## src/rtl/arb_mux_pkg.sv

```systemverilog
// Shared types and helpers for the arb_mux_n registered N:1 selector.
package arb_mux_pkg;

  typedef enum logic {EMPTY = 1'b0, FULL = 1'b1} arb_state_t;

  // Index width for ch channels, never narrower than one bit.
  function automatic int sel_w(int ch);
    int w;
    w = $clog2(ch);
    return (w < 1) ? 1 : w;
  endfunction

endpackage

```

## src/rtl/arb_mux_n_rr_picker.sv

```systemverilog
// Combinational rotating priority picker: the first request at or after ptr wins.
module rr_picker
  import arb_mux_pkg::*;
#(
  parameter  int CH    = 4,
  localparam int SEL_W = sel_w(CH)
) (
  input  logic [CH-1:0]    req,
  input  logic [SEL_W-1:0] ptr,
  output logic [CH-1:0]    gnt_onehot,
  output logic [SEL_W-1:0] gnt_idx,
  output logic             any
);

  logic [CH-1:0] rot;
  logic          found;
  int            off;
  int            g;

  always_comb begin
    rot   = '0;
    found = 1'b0;
    off   = 0;
    g     = 0;
    // Rotate so ptr lands at bit 0; the wrap is explicit because CH need not be a power of two.
    for (int i = 0; i < CH; i++) begin
      int j;
      j = int'(ptr) + i;
      if (j >= CH) j = j - CH;
      rot[i] = req[j];
    end
    for (int i = 0; i < CH; i++) begin
      if (rot[i] && !found) begin
        found = 1'b1;
        off   = i;
      end
    end
    g = int'(ptr) + off;
    if (g >= CH) g = g - CH;
  end

  assign gnt_idx    = SEL_W'(g);
  assign gnt_onehot = found ? (CH'(1) << g) : '0;
  assign any        = found;

endmodule

```

## src/rtl/arb_mux_n.sv

```systemverilog
// N-channel registered selector with valid/ready on both sides and round-robin arbitration.
// Define ARB_MUX_FIXED_PRIO_EN for fixed priority (lowest valid index wins, no pointer state).
module arb_mux_n
  import arb_mux_pkg::*;
#(
  parameter int BUS = 4,
  parameter int CH  = 4
) (
  input  logic                   clk,
  input  logic                   rst,
  input  logic [CH*BUS-1:0]      in_data,
  input  logic [CH-1:0]          in_valid,
  output logic [CH-1:0]          in_ready,
  output logic [BUS-1:0]         out_data,
  output logic [sel_w(CH)-1:0]   out_sel,
  output logic                   out_valid,
  input  logic                   out_ready
);

  localparam int SEL_W = sel_w(CH);

  arb_state_t       state_q, state_d;
  logic [BUS-1:0]   data_q, data_d;
  logic [SEL_W-1:0] sel_q, sel_d;
  logic [SEL_W-1:0] ptr;
  logic [CH-1:0]    gnt_onehot;
  logic [SEL_W-1:0] gnt_idx;
  logic             any;
  logic             load_ok;
  logic             accept;

  rr_picker #(.CH(CH)) u_picker (
    .req        (in_valid),
    .ptr        (ptr),
    .gnt_onehot (gnt_onehot),
    .gnt_idx    (gnt_idx),
    .any        (any)
  );

  assign load_ok  = (state_q == EMPTY) || out_ready;
  assign accept   = load_ok && any && !rst;
  assign in_ready = accept ? gnt_onehot : '0;

  always_comb begin
    state_d = state_q;
    data_d  = data_q;
    sel_d   = sel_q;
    if (accept) begin
      state_d = FULL;
      data_d  = in_data[gnt_idx*BUS +: BUS];
      sel_d   = gnt_idx;
    end else if (state_q == FULL && out_ready) begin
      state_d = EMPTY;
    end
  end

  always_ff @(posedge clk) begin
    if (rst) begin
      state_q <= EMPTY;
      data_q  <= '0;
      sel_q   <= '0;
    end else begin
      state_q <= state_d;
      data_q  <= data_d;
      sel_q   <= sel_d;
    end
  end

`ifdef ARB_MUX_FIXED_PRIO_EN
  assign ptr = '0;
`else
  logic [SEL_W-1:0] rr_ptr_q, rr_ptr_d;

  // Pointer moves only on an accept, so idle cycles keep the priority order.
  always_comb begin
    rr_ptr_d = rr_ptr_q;
    if (accept) rr_ptr_d = (gnt_idx == SEL_W'(CH-1)) ? '0 : gnt_idx + 1'b1;
  end

  always_ff @(posedge clk) begin
    if (rst) rr_ptr_q <= '0;
    else     rr_ptr_q <= rr_ptr_d;
  end

  assign ptr = rr_ptr_q;
`endif

  assign out_data  = data_q;
  assign out_sel   = sel_q;
  assign out_valid = (state_q == FULL);

endmodule

```

## config.mk

```make
export PLATFORM = sky130hd
export DESIGN_NAME = arb_mux_n
export DESIGN_NICKNAME = d
export VERILOG_FILES = /design/src/rtl/arb_mux_pkg.sv /design/src/rtl/arb_mux_n_rr_picker.sv /design/src/rtl/arb_mux_n.sv
export SDC_FILE = /design/constraint.sdc
export NUM_CORES = 1
export LEC_CHECK = 0
export CORE_AREA = 4 4 49 51
export DETAILED_ROUTE_END_ITERATION = 8
export DIE_AREA = 0 0 53 55
export PLACE_DENSITY = 0.82
export SLEW_MARGIN = 20
export SYNTH_ARGS = -nofsm -noshare
export SYNTH_HDL_FRONTEND = slang
export SYNTH_SLANG_ARGS = --single-unit
export TNS_END_PERCENT = 5
```

## constraint.sdc

```tcl
create_clock -name clk -period 2.7 [get_ports clk]
set_input_delay 0.27 -clock clk [delete_from_list [all_inputs] [get_ports clk]]
set_output_delay 0.27 -clock clk [all_outputs]
set_load 0.01 [all_outputs]
```

==> qor.yml, run 1 <==
io_buffers: 33
crit_chain: "or4_1, o2111ai_2, ha_4, xnor2_4, xnor2_2, inv_2, buf_4, nor3_2, clkbuf_2"
antenna_found_initial: 0
ys_ff_latch: 9
wl_mm: 2.40
clockBufferDepth: 2
n_fill_cell: 153
synth_area_leaders: "dfxtp_1, mux2i_1, nor2_1"
ios: 34
drc: 0
worst_ep_arrival_time_ns: 2.37
h-tree-depth: 1
setup_viol: 0
timing.setup.tns_ns: 0
reg2reg_depth: 8
required_ns: 2.43
seqCellArea_um2: 180
synthSimpleGateAreaFrac_pct: 25.4
synth_top_area_share_pct: 22.4
hp-class: "reg -> reg"
finalHoldViolCount: 0
die_x_um: 53
nets: 172
multi_input_area_um2: 609
path_class: "reg -> out"
crit_slowest_cell: "or4_1"
cts-root-buf: "clkbuf_4"
synth_compound_area_share_pct: 21.0
firstDrtPassIters: 4
drv_cap: 0
synth_top_family_by_area: "simple AND/OR/NAND/NOR gates"
fin_crit_sh_pct: 97.8
postSynthCellCount: 98
yosysWarningCount: 0
syn_avg_cell_area_um2: 8.20
diodes: 0
post-synth-top-area-cell: "dfxtp_1"
rrSetupSlack_ns: 0.37
fin_worst_skew_ns: 0.00138
core-area_mm2: 0.00194
synth_ff_type: "dfxtp_1"
post-dp-hpwl_mm: 1.91
drtIter0Drc: 23
synthAdderAreaFrac_pct: 3.12
grt_overflow: 0
fp.dieArea_mm2: 0.00292
syn_to_final_growth_pct: 65.0
synth_edf_count: 0
gp_congestion: 0.789
timing.rr.start: "ptr[0]"
cts_sinks: 9
drive_above_1_share_pct: 22.6
synth_mux_area_share_pct: 17.4
rows: 16
syn_area_um2: 803
finalWorstSetupSlack_ns: 0.0606
start_util_pct: 41.4
status: "completed"
cts_buffers: 3
grt_max_degree: 12
worstMarginPinSlew_ns: 0.485
final_antenna_net_count: 0
worstSetupEndpointType: "output pin"
ir_worst_vdd_mv: 0.655
start_kind: "flip-flop"
yosysUniqueCellTypes: 32
cp_slowest_stage_delay_ns: 0.58
cts_tree: "done"
num_vias: 905
vias_per_cell: 5.23
grt_use_met1_pct: 19.4
fin_crit_ns: 2.64
fmax_mhz: 379
grt_pass1_wl_mm: 3.62
cp-endpoint: "in_ready[0]"
placed_area_mm2: 0.00125
ys_async_sr_fraction_pct: 0
crit_start: "ptr[0]"
wl_per_cell_um: 13.9
drv_slew: 0
grt.met3_usage_pct: 3.22
die_h_um: 55
yosysSeqAreaShare_pct: 22.4
post-place-ws_ns: -0.429
insertion_delay_ns: 0.26
slew_headroom_pct: 67.4
grt_util_all_layers_pct: 16.8
synth_fp_nets: 123
fin_area_mm2: 0.00133
p_leak_nw: 0.588
synth_xor_area_share_pct: 4.21
powerDensity_mw_per_mm2: 892
grt_use_met2_pct: 29.1
gr-max-usage-layer: "met2"
r2r_end: "out_data[3]"
cp_max_fo: 8
grt_pass1_vias: 872
clk_pin_slew_ns: 0.06
==> layer usage <==
layer	wire, um	part of all wire, %	up-vias
met5	0	0	-
met4	78	3.3	0
met3	137	5.7	9
met2	1150	48	29
met1	1030	43	412
li1	-	-	455
==> final cells by class <==
type	instances	area share [%]
timing repair buffer	51	35.0
tap	27	2.55
clock buffer	4	1.98
sequential	9	13.6
multi-input combinational	79	46.0
inverter	3	0.850
==> worst min-delay path by stage <==
stage,startpoint,endpoint,cells after the start,slack (ns)
floorplan,out_data[0],out_data[0],2,0.47
global placement,out_data[0],out_data[0],2,0.45
detailed placement,out_data[1],out_data[1],2,0.45
CTS,out_data[1],out_data[1],2,0.47
global route,out_data[1],out_data[1],2,0.48
finish,out_data[1],out_data[1],2,0.46
==> timing repair <==
action | CTS | global route
setup buffers | 0 | 1
hold endpoints to repair | 0 | 0
setup endpoints to repair | 4 | 4
resized for setup | 7 | 11
hold buffers | 0 | 0
pin swaps | 1 | 3
==> cell usage after synthesis, types with 2 or more instances <==
master / number
a21oi_1: 6
buf_2: 5
dfxtp_1: 9
ha_1: 2
inv_1: 2
mux2i_1: 14
nand2_1: 6
nand2b_1: 2
nor2_1: 14
nor2b_1: 2
nor3_1: 3
nor3_2: 2
o21ai_0: 2
o21ai_1: 4
o311a_1: 4
o32ai_1: 2
or3_1: 4
==> cells in the final DEF (no fill, tap or decap), types with 2 or more instances in the layout <==
cell type         n
nor3_1            3
nor3_2            2
inv_1             2
nor2_1           14
nand2_1           6
mux2i_1          14
nand2b_1          2
o311a_1           4
dlymetal6s2s_1    4
o21ai_1           4
nor2b_1           2
clkbuf_2          2
a21oi_1           6
buf_4            18
o21ai_0           2
o32ai_1           2
clkdlybuf4s50_1  25
dfxtp_1           9
clkbuf_4          3
or3_1             4
==> where the power goes <==
group	switching (W)	total (W)	leakage [nW]	internal (W)
clock	0.0000445	0.000101	0.0150	0.0000568
combinational	0.000393	0.000861	0.498	0.000467
sequential	0.0000363	0.000220	0.0751	0.000183
==> through the flow <==
| step | total power [W] | hold slack, ns | util, % | instances |
|---|---|---|---|---|
| 2_1_floorplan | 0.000683 | 0.471 | - | 98 |
| 3_3_place_gp | 0.000997 | 0.453 | 64.6 | 168 |
| 3_5_place_dp | 0.00102 | 0.454 | 64.6 | 168 |
| 4_1_cts | 0.00113 | 0.466 | 66.3 | 172 |
| 5_1_grt | 0.00126 | 0.481 | 68.2 | 173 |
| 6_report | 0.00118 | 0.464 | 68.2 | 173 |
==> critical path, delay by kind of cell, from the launching register on <==
| kind | cells | cell delay (ns) |
|---|---|---|
| AOI/OAI and AO/OA | 1 | 0.11 |
| xor gates and xnor gates | 2 | 0.30 |
| buffers and inverters | 3 | 0.38 |
| DFF | 1 | 0.38 |
| and+or+nand+nor | 2 | 0.75 |
| adders and majority gates | 1 | 0.20 |
==> sequential cells by signal, summed over array words and instances (netlist names) <==
name / cells
ptr: 2
out_data: 4
out_valid: 1
out_sel: 2
==> cell families after synthesis <==
kind of cell,after synthesis
mux,14
flops,9
simple gates,38
fa+ha+maj,2
buf+inv,10
xor+xnor,3
compound gates,22
Note: power is estimated with default switching activity, not from simulation.
==> inputs of run 2 (changes only) <==
- ABC_CLOCK_PERIOD_IN_PS: not set -> 2700
==> results of run 2 <==
Final layout, timing and power as in run 1 (identical DEF).
